$ cat config.mk
export PLATFORM = sky130hd
export DESIGN_NAME = fp_mul_pipe
export DESIGN_NICKNAME = d
export VERILOG_FILES = /design/src/rtl/fp_mul_pipe.sv
export SDC_FILE = /design/constraint.sdc
export NUM_CORES = 1
export LEC_CHECK = 0
export CAP_MARGIN = 10
export CORE_UTILIZATION = 60
export DETAILED_ROUTE_END_ITERATION = 10
export PLACE_DENSITY = 0.82
export SYNTH_ARGS = -nofsm -noshare
export SYNTH_HDL_FRONTEND = slang
export SYNTH_SLANG_ARGS = --single-unit
$ cat constraint.sdc
create_clock -name clk -period 3.65 [get_ports clk]
set_input_delay 0.73 -clock clk [delete_from_list [all_inputs] [get_ports clk]]
set_output_delay 0.73 -clock clk [all_outputs]
set_load 0.02 [all_outputs]
$ cat src/rtl/fp_mul_pipe.sv
// fp_mul_pipe: 3-stage pipelined floating-point multiplier.
// Subnormal inputs are read as zero and tiny results are flushed to zero.
// Rounding is to nearest, ties to even. Tags ride along in order.
// A single global stall freezes every stage while the output is held.
module fp_mul_pipe #(
  parameter int unsigned EXP_W = 5,
  parameter int unsigned MAN_W = 10,
  parameter int unsigned TAG_W = 4
) (
  input  logic                 clk,
  input  logic                 rst,
  input  logic                 in_valid,
  output logic                 in_ready,
  input  logic [EXP_W+MAN_W:0] a,
  input  logic [EXP_W+MAN_W:0] b,
  input  logic [TAG_W-1:0]     in_tag,
  output logic                 out_valid,
  input  logic                 out_ready,
  output logic [EXP_W+MAN_W:0] out,
  output logic [TAG_W-1:0]     out_tag,
  output logic [3:0]           out_flags
);

  localparam int unsigned W    = 1 + EXP_W + MAN_W;
  localparam int unsigned MW   = MAN_W + 1;             // mantissa with hidden bit
  localparam int unsigned PW   = 2 * MW;                // full product width
  localparam int unsigned EW   = EXP_W + 2;             // signed working exponent
  localparam int unsigned BIAS = (1 << (EXP_W - 1)) - 1;
  localparam int unsigned EMAX = (1 << EXP_W) - 1;

  localparam logic [W-1:0] QNAN = {1'b0, {EXP_W{1'b1}}, 1'b1, {(MAN_W-1){1'b0}}};

  // Operand class after decode; K_NUM means both operands are finite non-zero
  typedef enum logic [1:0] {
    K_NUM  = 2'd0,
    K_ZERO = 2'd1,
    K_INF  = 2'd2,
    K_NAN  = 2'd3
  } kind_e;

  logic stall;

  assign stall    = out_valid & ~out_ready;
  assign in_ready = ~stall;

  // ---------------------------------------------------------------- S1 decode
  logic             sa, sb;
  logic [EXP_W-1:0] ea, eb;
  logic [MAN_W-1:0] ma, mb;

  assign {sa, ea, ma} = a;
  assign {sb, eb, mb} = b;

  logic             a_zero, b_zero, a_inf, b_inf, a_nan, b_nan, a_snan, b_snan;
  kind_e            d_kind;
  logic             d_inv;
  logic [PW-1:0]    d_prod;
  logic [EW-1:0]    d_esum;

  assign a_zero = (ea == '0);
  assign b_zero = (eb == '0);
  assign a_inf  = (&ea) & (ma == '0);
  assign b_inf  = (&eb) & (mb == '0);
  assign a_nan  = (&ea) & (ma != '0);
  assign b_nan  = (&eb) & (mb != '0);
  assign a_snan = a_nan & ~ma[MAN_W-1];
  assign b_snan = b_nan & ~mb[MAN_W-1];

  // Classify the operand pair; NaN wins, then inf x zero, then inf, then zero
  always_comb begin
    d_kind = K_NUM;
    d_inv  = 1'b0;
    if (a_nan | b_nan) begin
      d_kind = K_NAN;
      d_inv  = a_snan | b_snan;
    end else if ((a_inf & b_zero) | (b_inf & a_zero)) begin
      d_kind = K_NAN;
      d_inv  = 1'b1;
    end else if (a_inf | b_inf) begin
      d_kind = K_INF;
    end else if (a_zero | b_zero) begin
      d_kind = K_ZERO;
    end
    d_prod = PW'({1'b1, ma}) * PW'({1'b1, mb});
    d_esum = EW'(ea) + EW'(eb) - EW'(BIAS);
  end

  logic             s1_v, s1_sign, s1_inv;
  kind_e            s1_kind;
  logic [PW-1:0]    s1_prod;
  logic [EW-1:0]    s1_esum;
  logic [TAG_W-1:0] s1_tag;

  // Stage 1 register: decoded class, raw product and biased exponent sum
  always_ff @(posedge clk or posedge rst) begin
    if (rst) begin
      s1_v    <= 1'b0;
      s1_sign <= 1'b0;
      s1_inv  <= 1'b0;
      s1_kind <= K_NUM;
      s1_prod <= '0;
      s1_esum <= '0;
      s1_tag  <= '0;
    end else if (!stall) begin
      s1_v    <= in_valid;
      s1_sign <= sa ^ sb;
      s1_inv  <= d_inv;
      s1_kind <= d_kind;
      s1_prod <= d_prod;
      s1_esum <= d_esum;
      s1_tag  <= in_tag;
    end
  end

  // ------------------------------------------------------- S2 normalise/round
  logic             n_msb, n_g, n_r, n_st, n_up, n_carry, n_inx;
  logic [PW-1:0]    n_norm;
  logic [MW-1:0]    n_mant;
  logic [MW:0]      n_rnd;
  logic [MAN_W-1:0] n_frac;
  logic [EW-1:0]    n_exp;

  // Align the product so its leading one sits at the top, then round RNE
  always_comb begin
    n_msb   = s1_prod[PW-1];
    n_norm  = n_msb ? s1_prod : (s1_prod << 1);
    n_mant  = n_norm[PW-1 -: MW];
    n_g     = n_norm[MAN_W];
    n_r     = n_norm[MAN_W-1];
    n_st    = |n_norm[MAN_W-2:0];
    n_up    = n_g & (n_r | n_st | n_mant[0]);
    n_rnd   = (MW+1)'(n_mant) + (MW+1)'(n_up);
    n_carry = n_rnd[MW];
    n_frac  = n_carry ? n_rnd[MW-1:1] : n_rnd[MW-2:0];
    n_exp   = s1_esum + EW'(n_msb) + EW'(n_carry);
    n_inx   = n_g | n_r | n_st;
  end

  logic             s2_v, s2_sign, s2_inv, s2_inx;
  kind_e            s2_kind;
  logic [EW-1:0]    s2_exp;
  logic [MAN_W-1:0] s2_frac;
  logic [TAG_W-1:0] s2_tag;

  // Stage 2 register: rounded fraction, post-round exponent, inexact
  always_ff @(posedge clk or posedge rst) begin
    if (rst) begin
      s2_v    <= 1'b0;
      s2_sign <= 1'b0;
      s2_inv  <= 1'b0;
      s2_inx  <= 1'b0;
      s2_kind <= K_NUM;
      s2_exp  <= '0;
      s2_frac <= '0;
      s2_tag  <= '0;
    end else if (!stall) begin
      s2_v    <= s1_v;
      s2_sign <= s1_sign;
      s2_inv  <= s1_inv;
      s2_inx  <= n_inx;
      s2_kind <= s1_kind;
      s2_exp  <= n_exp;
      s2_frac <= n_frac;
      s2_tag  <= s1_tag;
    end
  end

  // ------------------------------------------------------------- S3 pack
  logic         p_ovf, p_unf;
  logic [W-1:0] p_res;
  logic [3:0]   p_flags;

  // Resolve specials and exponent range into the final word and flags
  always_comb begin
    p_ovf   = ~s2_exp[EW-1] & (s2_exp >= EW'(EMAX));
    p_unf   = s2_exp[EW-1] | (s2_exp == '0);
    p_res   = {s2_sign, s2_exp[EXP_W-1:0], s2_frac};
    p_flags = {3'b000, s2_inx};
    case (s2_kind)
      K_NAN: begin
        p_res   = QNAN;
        p_flags = {s2_inv, 3'b000};
      end
      K_INF: begin
        p_res   = {s2_sign, {EXP_W{1'b1}}, {MAN_W{1'b0}}};
        p_flags = 4'b0000;
      end
      K_ZERO: begin
        p_res   = {s2_sign, {(W-1){1'b0}}};
        p_flags = 4'b0000;
      end
      default: begin
        if (p_ovf) begin
          p_res   = {s2_sign, {EXP_W{1'b1}}, {MAN_W{1'b0}}};
          p_flags = 4'b0101;
        end else if (p_unf) begin
          p_res   = {s2_sign, {(W-1){1'b0}}};
          p_flags = 4'b0011;
        end
      end
    endcase
  end

  // Output register; held unchanged whenever the consumer stalls
  always_ff @(posedge clk or posedge rst) begin
    if (rst) begin
      out_valid <= 1'b0;
      out       <= '0;
      out_tag   <= '0;
      out_flags <= '0;
    end else if (!stall) begin
      out_valid <= s2_v;
      out       <= p_res;
      out_tag   <= s2_tag;
      out_flags <= p_flags;
    end
  end

endmodule

==> metrics.cfg <==
[die]
initial_core_util=0.6239
placement_rows=42
ioPinCount=66
die_x_um=120.3
fp.dieH_um=120.3
coreArea_mm2=0.01345
die-area_mm2=0.01446

[global_routing]
track_usage=0.3131
antenna_found_initial=0
grt_pass1_wl_mm=35.56
first_global_vias=7659
grt_max_degree=93
grt_remaining_overflow=0

[finish]
synthToLayoutAreaGrowth_pct=30.46
drive_gt1_frac=0.2568
design_area_mm2=0.01095
antennaDiodeCount=0
postLayoutCoreUtil=0.8139
nets=1286
fin_cells=1274

[worst_setup_path]
slowest_stage=fa_1
cp.arrival_ns=5.16
end_kind=flop
cp_cell_sequence=buf_6 > inv_4 > nor2_4 > fa_1 > inv_2 > fa_1 > inv_1 > fa_1 > fa_1 > inv_2 > fa_1 > inv_2 > ha_4 > a21oi_2 > nand2_1 > o21ai_2 > a21oi_2 > or4_1 > a31o_1
worst_path_largest_cell_delay_ns=0.54
critPathKind=input port to flop
path_max_fanout=5
crit_path_frequent_cell=fa_1
worstPathRequired_ns=3.89
start_kind=input port
rrSetupSlack_ns=0.38

[power]
leakage_uw=0.005262
p_per_area_mw_per_mm2=994.0
ir_worst_vdd_uv=678.5

[placement]
placed_area_mm2=0.01002
dpl.hpwl_mm=15.48
place.gp.congestion=0.9105
numPortBuffers=65
place_inst=1236

[synth]
yosysSeqAreaShare=0.2683
netlist_area_mm2=0.008393
synth_top_cell_area_share=0.2683
synth_edf_count=0
synth_top_family_by_area=adder cells
synthXorXnorAreaFrac=0.02609
yosys_warnings=0
synthArstFlopShare=1.000
avgSynthCellArea_um2=8.835
synth_most_common_cell=nand2_1
yosys.area_share.adder=0.3014
ys_types=66
synth-compound-area-share=0.1193
synth_nets=1143
synthMuxAreaShare=0.009690
synth-simple-area-share=0.1925
yosys.area.top_type=dfrtp_1
synthTopCellsByCount=nand2_1 (183), inv_1 (123), dfrtp_1 (90), fa_1 (82), ha_1 (71)
synth_ff_type=dfrtp_1
synth_area_leaders=dfrtp_1 (27%), fa_1 (20%), ha_1 (11%), nand2_1 (8.2%), inv_1 (5.5%)
syn_inst=950
ys_seq_elements=90

[status]
run_status=complete, but fails checks
violations=negative setup slack

[sta]
setup_viol_count_final=17
fin_crit_sh=1.349
fin_crit_ns=4.923
maxSlewViolCount=0
slew_headroom=0.4122
worst_slack_ns=-1.273
max_freq_mhz=203.1
tightestPinTransition_ns=0.8816
timing.final.hold_violations=0
finClkSkew_ns=0.007237
grt_setup_unrepaired=true

[routing]
wirelength_mm=23.37
routed_via_density=5.843
drc=0
drt-wirelength-per-cell_um=18.34
antenna_left=0
drtPass1Iterations=7
drt_iter0_markers=590
vias=7444

[clock_network]
clkTransAtPathRegs_ns=0.06
hold_buffers=0
ctsLongestPathBuffers=2
cts_buffers=9
cts_tree=built
clock-root-buffer=clkbuf_16
h-tree-depth=3
insertion_delay_ns=0.35
cts.sinks=90

[run]
max-cap-violations=0

[worst_hold_path]
holdCritPathClass=flop to flop

sequential cells by signal, indices dropped and copies added, names as in the netlist:
name       flops
s1_esum        7
out_valid      1
out_flags      4
s1_v           1
out_tag        4
s2_inx         1
s2_sign        1
s2_tag         4
s1_sign        1
s1_kind        2
out           16
s1_inv         1
s1_prod       22
s2_inv         1
s2_frac       10
s1_tag         4
s2_kind        2
s2_exp         7
s2_v           1
layout by cell type, fill, tap and decap left out, types with 26 or more instances in the layout:
cell type,count
ha_1,51
nor2_1,42
o21ai_0,26
a21oi_1,41
and2_1,37
dfrtp_1,90
fa_1,74
inv_1,101
clkdlybuf4s50_1,47
nand2_1,168
buf_6,34
buf_4,90
power breakdown:
| group | internal, µW | switching, µW |
|---|---|---|
| sequential | 1450 | 384 |
| combinational | 3950 | 4230 |
| clock | 481 | 394 |
| total | 5880 | 5000 |
critical path: cells and delay by family:
family / cells / cell delay [ns]
fa+ha+maj: 6 / 2.77
compound gates: 4 / 0.68
simple gates: 3 / 0.59
buf+inv: 6 / 0.37
layer usage:
layer  up-vias  wire (µm)  global-route usage
met5         -          0                   0
met4         0       1198              0.1520
met3       109       1182             0.03962
met2       328      12240              0.5621
met1      3629       8744              0.3701
li1       3378          -                   -
worst paths after layout:
| kind | from | end | depth (start not counted) |
|---|---|---|---|
| min in group asynchronous | rst | out_tag[3] | 2 |
| setup / recovery | b[9] | s1_prod[19] | 19 |
| max in group asynchronous | rst | s1_prod[13] | 3 |
| hold / removal | s2_sign | s2_sign | 2 |
| setup reg to reg | s1_prod[3] | s2_exp[6] | 15 |
| hold reg to reg | s2_sign | s2_sign | 2 |
area by class of cell:
cell class,instances,area (µm²)
multi-input combinational,684,6068
fill,762,2504
sequential,90,2252
timing repair buffer,184,1652
inverter,124,478.0
clock buffer,10,239.0
tap,176,220.2
clock inverter,6,40.04
through the flow:
step	hold slack (ns)	total power, µW	setup WS (ns)	setup TNS (ns)
after floorplan	0.4300	6312	-1.542	-15.32
after global placement	0.4415	7858	-2.035	-29.89
after detailed placement	0.4544	8097	-2.141	-31.36
after CTS	0.4700	9760	-1.174	-15.14
after global routing	0.4892	11610	-1.443	-18.88
final	0.4712	10880	-1.273	-16.59
cell families (layout without fill, tap and decap cells):
kind of cell	count (synthesis)	in the layout
multiplexers	8	8
AND/OR/NAND/NOR	344	344
adder cells (fa/ha/maj)	153	153
XOR/XNOR	25	25
AO/OA/AOI/OAI	154	154
flip-flops	90	90
buffers and inverters	176	324
repair_timing:
item	CTS	global route
pin swaps	77	52
endpoints found under the setup margin	18	17
resized for setup	150	54
setup buffers	16	11
Note: power is estimated with default switching activity, not from simulation.
